$ cat src/rtl/uart_word_port.sv
// uart_word_port: splits 1/2/4-byte core writes into UART byte pushes and
// gathers UART byte pulls back into zero-extended words; TX and RX run independently.
module uart_word_port #(
  parameter int BIG_ENDIAN = 0
) (
  input  logic        clk,
  input  logic        reset,
  input  logic        tx_valid,
  input  logic [31:0] tx_data,
  input  logic [1:0]  tx_size,
  output logic        tx_ready,
  input  logic        rx_req,
  input  logic [1:0]  rx_size,
  output logic [31:0] rx_data,
  output logic        rx_valid,
  output logic        rx_busy,
  output logic [7:0]  uart_in_data,
  output logic        uart_in_valid,
  input  logic        uart_in_ready,
  output logic        uart_out_valid,
  input  logic [7:0]  uart_out_data,
  input  logic        uart_out_ready
);
  typedef enum logic {TX_IDLE, TX_SEND} tx_st_e;
  typedef enum logic [1:0] {RX_IDLE, RX_RECV, RX_DONE} rx_st_e;

  function automatic logic [1:0] last_of(input logic [1:0] s);
    return s == 2'b00 ? 2'd0 : s == 2'b01 ? 2'd1 : 2'd3;
  endfunction

  function automatic logic [7:0] pick(input logic [31:0] d, input logic [1:0] last, input logic [1:0] k);
    logic [1:0] i;
    i = (BIG_ENDIAN != 0) ? last - k : k;
    return d[{i, 3'b000} +: 8];
  endfunction

  tx_st_e      tx_st_q, tx_st_d;
  logic [31:0] tx_buf_q, tx_buf_d;
  logic [1:0]  tx_last_q, tx_last_d;
  logic [2:0]  tx_k_q, tx_k_d;
  logic [7:0]  uin_data_q, uin_data_d;
  rx_st_e      rx_st_q, rx_st_d;
  logic [1:0]  rx_last_q, rx_last_d;
  logic [2:0]  rx_k_q, rx_k_d;
  logic [31:0] rx_sh_q, rx_sh_d;
  logic [31:0] rx_data_q, rx_data_d;
  logic [1:0]  rx_idx;

  assign rx_idx = (BIG_ENDIAN != 0) ? rx_last_q - rx_k_q[1:0] : rx_k_q[1:0];

  // The outgoing byte is preselected one cycle ahead so uart_in_data comes straight from a flop.
  always_comb begin
    tx_st_d = tx_st_q;
    tx_buf_d = tx_buf_q;
    tx_last_d = tx_last_q;
    tx_k_d = tx_k_q;
    uin_data_d = uin_data_q;
    if (tx_st_q == TX_IDLE && tx_valid) begin
      tx_st_d = TX_SEND;
      tx_buf_d = tx_data;
      tx_last_d = last_of(tx_size);
      tx_k_d = '0;
      uin_data_d = pick(tx_data, last_of(tx_size), 2'd0);
    end else if (tx_st_q == TX_SEND && uart_in_ready) begin
      tx_st_d = tx_k_q == {1'b0, tx_last_q} ? TX_IDLE : TX_SEND;
      tx_k_d = tx_k_q == {1'b0, tx_last_q} ? tx_k_q : tx_k_q + 3'd1;
      uin_data_d = pick(tx_buf_q, tx_last_q, tx_k_q[1:0] + 2'd1);
    end
  end

  always_comb begin
    rx_st_d = rx_st_q;
    rx_last_d = rx_last_q;
    rx_k_d = rx_k_q;
    rx_sh_d = rx_sh_q;
    rx_data_d = rx_data_q;
    if (rx_st_q == RX_IDLE && rx_req) begin
      rx_st_d = RX_RECV;
      rx_last_d = last_of(rx_size);
      rx_k_d = '0;
      rx_sh_d = '0;
    end else if (rx_st_q == RX_RECV && uart_out_ready) begin
      rx_sh_d[{rx_idx, 3'b000} +: 8] = uart_out_data;
      if (rx_k_q == {1'b0, rx_last_q}) begin
        rx_st_d = RX_DONE;
        rx_data_d = rx_sh_d;
      end else begin
        rx_k_d = rx_k_q + 3'd1;
      end
    end else if (rx_st_q == RX_DONE) begin
      rx_st_d = RX_IDLE;
    end
  end

  always_ff @(posedge clk or negedge reset) begin
    if (!reset) begin
      tx_st_q <= TX_IDLE;
      tx_buf_q <= '0;
      tx_last_q <= '0;
      tx_k_q <= '0;
      uin_data_q <= '0;
      rx_st_q <= RX_IDLE;
      rx_last_q <= '0;
      rx_k_q <= '0;
      rx_sh_q <= '0;
      rx_data_q <= '0;
    end else begin
      tx_st_q <= tx_st_d;
      tx_buf_q <= tx_buf_d;
      tx_last_q <= tx_last_d;
      tx_k_q <= tx_k_d;
      uin_data_q <= uin_data_d;
      rx_st_q <= rx_st_d;
      rx_last_q <= rx_last_d;
      rx_k_q <= rx_k_d;
      rx_sh_q <= rx_sh_d;
      rx_data_q <= rx_data_d;
    end
  end

  assign tx_ready = tx_st_q == TX_IDLE;
  assign uart_in_valid = tx_st_q == TX_SEND;
  assign uart_in_data = uin_data_q;
  assign uart_out_valid = rx_st_q == RX_RECV;
  assign rx_valid = rx_st_q == RX_DONE;
  assign rx_busy = rx_st_q != RX_IDLE;
  assign rx_data = rx_data_q;
endmodule

$ cat config.mk
export PLATFORM = sky130hd
export DESIGN_NAME = uart_word_port
export DESIGN_NICKNAME = d
export VERILOG_FILES = /design/src/rtl/uart_word_port.sv
export SDC_FILE = /design/constraint.sdc
export NUM_CORES = 1
export LEC_CHECK = 0
export ABC_AREA = 1
export CAP_MARGIN = 20
export CORE_MARGIN = 2
export CORE_UTILIZATION = 35
export DETAILED_ROUTE_END_ITERATION = 6
export GPL_TIMING_DRIVEN = 0
export SETUP_SLACK_MARGIN = 0.5
export SYNTH_ARGS = -nofsm -noshare
export SYNTH_HDL_FRONTEND = slang
export SYNTH_SLANG_ARGS = --single-unit
$ cat constraint.sdc
create_clock -name clk -period 4.9 [get_ports clk]
set_input_delay 0.98 -clock clk [delete_from_list [all_inputs] [get_ports clk]]
set_output_delay 0.98 -clock clk [all_outputs]
set_load 0.005 [all_outputs]
Word-level counts from Yosys, hierarchy flattened
Index checks and enable logic that the tools add are counted.
- equal/unequal tests: 9
- mux-type cells: 22
- reductions and logical operators: 15
- bitwise gates (word level): 2
- add/sub/neg operators: 4
- shifts and indexed selects: 3
- operators with widths (cell ; count):
    2-to-1 mux 32 bit ; 2
    bitwise mux 32 bit ; 1
    variable shift 8 x 7 -> 32 bit (first input constant) ; 1
    variable part select 32 x 6 -> 8 bit ; 1
    variable part select 8 x 7 -> 32 bit ; 1
    2-to-1 mux 3 bit ; 6
    2-to-1 mux 2 bit ; 8
    2-to-1 mux 8 bit ; 2
    negator 5 -> 7 bit ; 1
    adder 3 x 1 -> 3 bit (second input constant) ; 2
    == test 2 x 1 -> 1 bit (second input constant) ; 3
    == test 3 x 2 -> 1 bit ; 2
    zero test 2 bit ; 3
    AND reduction 2 bit ; 3
    nonzero test 2 bit ; 3
    logical AND 1 bit ; 4
    inequality test 2 bit (second input constant) ; 2
    2-to-1 mux 1 bit ; 3
    inequality test 3 x 2 -> 1 bit (second input constant) ; 1
    AND reduction 3 bit ; 1
    nonzero test 3 bit ; 1
    adder 2 x 1 -> 2 bit (second input constant) ; 1
    == test 2 bit (second input constant) ; 1
    inverter 1 bit ; 2
- word-level logic and storage cells: 65
- bits of input ports: 50
- bits in registers: 117
- output and inout port bits: 45

Logic depth before layout (Yosys ltp)
- word-level depth: 5
- depth in mapped cells: 10

Worst setup path before layout
Ideal clock, no wire load.
- kind: input to register
- start point: input tx_valid
- end point: register tx_k_q[0]
- setup slack: 3.198 ns
- stages on the path: 6
- arrival time: 1.586 ns
- cells stage by stage: nand2_1 -> inv_2 -> clkbuf_1 -> nor2_1 -> nand3_1 -> nand2_1
- cells in the longest elaborated chain, start to end: 3
- elaborated cells between the ends (all ways): 5
- classes of those cells: eq/ne (1); mux (1); reduce/logical (3)
- ends and longest elaborated chain (element ; line ; RTL):
    from (decl) ; 8 ; input logic tx_valid,
    logical AND 1 bit * ; 58 ; if (tx_st_q == TX_IDLE && tx_valid) begin
    inequality test 2 bit (no source line) / nonzero test 2 bit (equally long branches) ; -- ;
    AND reduction 2 bit (no source line) ; -- ;
    to (signal assigned) ; 111 ; tx_k_q <= tx_k_d;
    to (decl) ; 40 ; logic [2:0] tx_k_q, tx_k_d;
Mark *: on every way between the ends. The rest lies on a longest branch, timed or not.
A chain may end at the register's enable or synchronous reset.

Worst setup path after layout
- start point: register rx_st_q[1]
- end point: output rx_valid
- cells in the longest elaborated chain, start to end: 1
- ends and longest elaborated chain (element ; line ; RTL):
    from (decl) ; 42 ; rx_st_e rx_st_q, rx_st_d;
    from (signal assigned) ; 113 ; rx_st_q <= rx_st_d;
    == test 2 bit ; 125 ; assign rx_valid = rx_st_q == RX_DONE;
    to (decl) ; 15 ; output logic rx_valid,
Every way passes these cells.

==> run metrics <==
clk_skew=0.008227 ns; Worst IR Drop VDD=0.2977 mV; DRC=0; H-tree depth=4; Final Setup Violations=0; Cell Int Power=2.930 mW; DR vias=4876; Leakage Power=3.602 nW; Hold Crit Class=input pin to asynchronous set/reset pin; Starting Density=35.92%; Buffers on Ports=94; Clock Pin Slew Worst Setup and Hold Paths=0.05 ns; power consumption=4.588 mW; Clock Power Share=29.9%; number of global-route vias before repair=4905; count of cell types in the netlist=27; Max Cap Viol=0; most frequent cells after synthesis=259 x nand2_1, 117 x dfrtp_1, 75 x inv_1, 62 x o21ai_0, 57 x nand3_1; Critical Path AT=1.55 ns; Rows=45; pwr/cell area=623.0 nW/um^2; sequential share of the synthesized area=53.41%; mapped cell area=5482 um^2; gr usage total=18.93%; Setup Crit Path Kind=flip-flop to primary output; grt total ovfl=0; Syn Inst Count=681; Ports=95; Req. time, crit path=3.92 ns; CTS Buf Count=17; routed wire length=14840 um; Die Ht=129.1 um; worst-skew pair later-pin latency=0.42 ns; switch share=36.14%; number of gates resized after cts=0; ANT cells=0; CTS Buffer Depth=2; crit end category=primary output; Main synth FF type=dfrtp_1; status=finished clean; final worst path period share=51.63%; share of layout cells above drive strength 1=8.798%; initial antenna violation count=0; post-CTS setup buffers=0; CP cell instances=inv_1 > nor2_1 > clkdlybuf4s50_1; CTS Sinks=117; Slowest-stage cell, CP=clkdlybuf4s50_1; Synth area leader=dfrtp_1; post-layout minimum cycle time=2.530 ns; hpwl dp=10700 um; mean routed wirelength per cell=14.57 um; largest net degree at the start of global routing=89; Layout area overhead=34.33%; Final Hold Fails=0; Antenna Nets Post-Route=0; Synth async-reset ratio=100.0%; critical path's largest stage delay=0.52 ns; leading post-synthesis cells by cell area=dfrtp_1 53%, nand2_1 18%, o21ai_0 5.7%, nand3_1 5.2%, inv_1 5.1%; # hold bufs at CTS=0; final core utilization=48.26%; combinational power share=38.8%; Synth Register Bits=117; yosys synthesis warning count=0; Worst slew margin=67.99%; core area=15260 um^2; Syn Area/Cell=8.049 um^2; die width=129.1 um; CTS tree=yes; top-count cell post-synth=nand2_1; Slew Limit Fails=0; setup TNS=0 ns; vias per cell=4.790; global-route wire length before repair=24620 um; drt first pass iters=5; Iter 0 DRT Violations=296; Worst setup SP type=flip-flop; Worst-Margin Slew=0.4801 ns; DIE AREA=16680 um^2; Final nets=851; FMAX=395.2 MHz; hold_ws=0.4432 ns; CP Max Fanout=3; Synth top area share=53.41%; RSZ-0062 raised after global routing=false; switching power=1.658 mW; Flop pwr share=31.3%; number of synthesized flops with an enable pin=0; RePlAce Congestion=0.8653; syn nets=737; root buffer cell=clkbuf_16
registers in the layout, indices dropped and copies added (netlist names):
name           flops
rx_k_q             3
rx_data           32
rx_st_q            2
uart_in_data       8
tx_last_q          2
tx_buf_q          32
rx_sh_q           32
rx_last_q          2
tx_k_q             3
uart_in_valid      1
critical path: cells and delay by family (launching register included):
family / cells / cell delay, ns
flops: 1 / 0.41
simple gates: 1 / 0.12
buf+inv: 2 / 0.61
per-stage QoR:
step / instance area (um^2) / worst slack, ns / instances
5_1_grt: 7363 / 2.303 / 1018
4_1_cts: 7363 / 2.352 / 1018
2_1_floorplan: 5482 / 3.198 / 681
3_3_place_gp: 6686 / -1.764 / 986
6_report: 7363 / 2.370 / 1018
3_5_place_dp: 6715 / 2.447 / 987
routing by layer:
| layer | track usage, % | part of all wire [%] |
|---|---|---|
| met1 | 24.90 | 45 |
| met2 | 30.84 | 47 |
| met3 | 4.253 | 5.5 |
| met4 | 6.777 | 1.8 |
| met5 | 0 | 0 |
cells by family (layout without fill, tap and decap cells):
family | after synthesis | after routing | synth area share (%)
compound gates | 104 | 104 | 10.23
xor+xnor | 1 | 1 | 0.1598
fa+ha+maj | 6 | 6 | 1.370
simple gates | 335 | 335 | 24.97
flops | 117 | 117 | 53.41
buf+inv | 118 | 244 | 9.861
area by class of cell:
cell class | instances | area (um^2)
Buffer | 36 | 231.5
Clock buffer | 22 | 474.2
Inverter | 82 | 309.0
Timing Repair Buffer | 95 | 969.7
Multi-Input combinational cell | 446 | 2013
Clock inverter | 9 | 173.9
Sequential cell | 117 | 2928
Tap cell | 211 | 264.0
Fill cell | 1453 | 7895
path summary, 6_finish.rpt:
kind / startpoint / endpoint / slack (ns) / cells after the start
min in group clk: rx_data[31] / rx_data[31] / 0.47 / 2
max in group asynchronous: reset / rx_data[12] / 3.75 / 2
worst max register to register: rx_k_q[0] / rx_data[30] / 2.80 / 8
worst max-delay path: rx_st_q[1] / rx_valid / 2.37 / 3
worst min register to register: rx_data[31] / rx_data[31] / 0.47 / 2
worst min-delay path: reset / tx_buf_q[15] / 0.44 / 1
power by group through the flow:
stage	logic [mW]	registers [mW]	clock network (mW)
after detailed placement	1.78	1.45	0
after floorplan	1.09	1.43	0
after global placement	1.74	1.45	0
after global routing	2.01	1.47	1.44
final	1.78	1.44	1.37
after CTS	1.79	1.44	1.39
cells in the final DEF (no fill, tap or decap), drive strengths merged:
master / synthesis / routed
nand2: 261 / 261
dfrtp: 117 / 117
clkdlybuf4s50: 0 / 93
inv: 80 / 80
o21ai: 68 / 68
nand3: 58 / 58
o22ai: 32 / 32
clkbuf: 8 / 30
buf: 28 / 30
nor2: 10 / 10
ha: 6 / 6
clkinv: 2 / 6
bufinv: 0 / 5
a21oi: 4 / 4
nand3b: 2 / 2
nand4: 2 / 2
nor3: 1 / 1
or2: 1 / 1
xor2: 1 / 1
(Power assumes the default switching activity.)
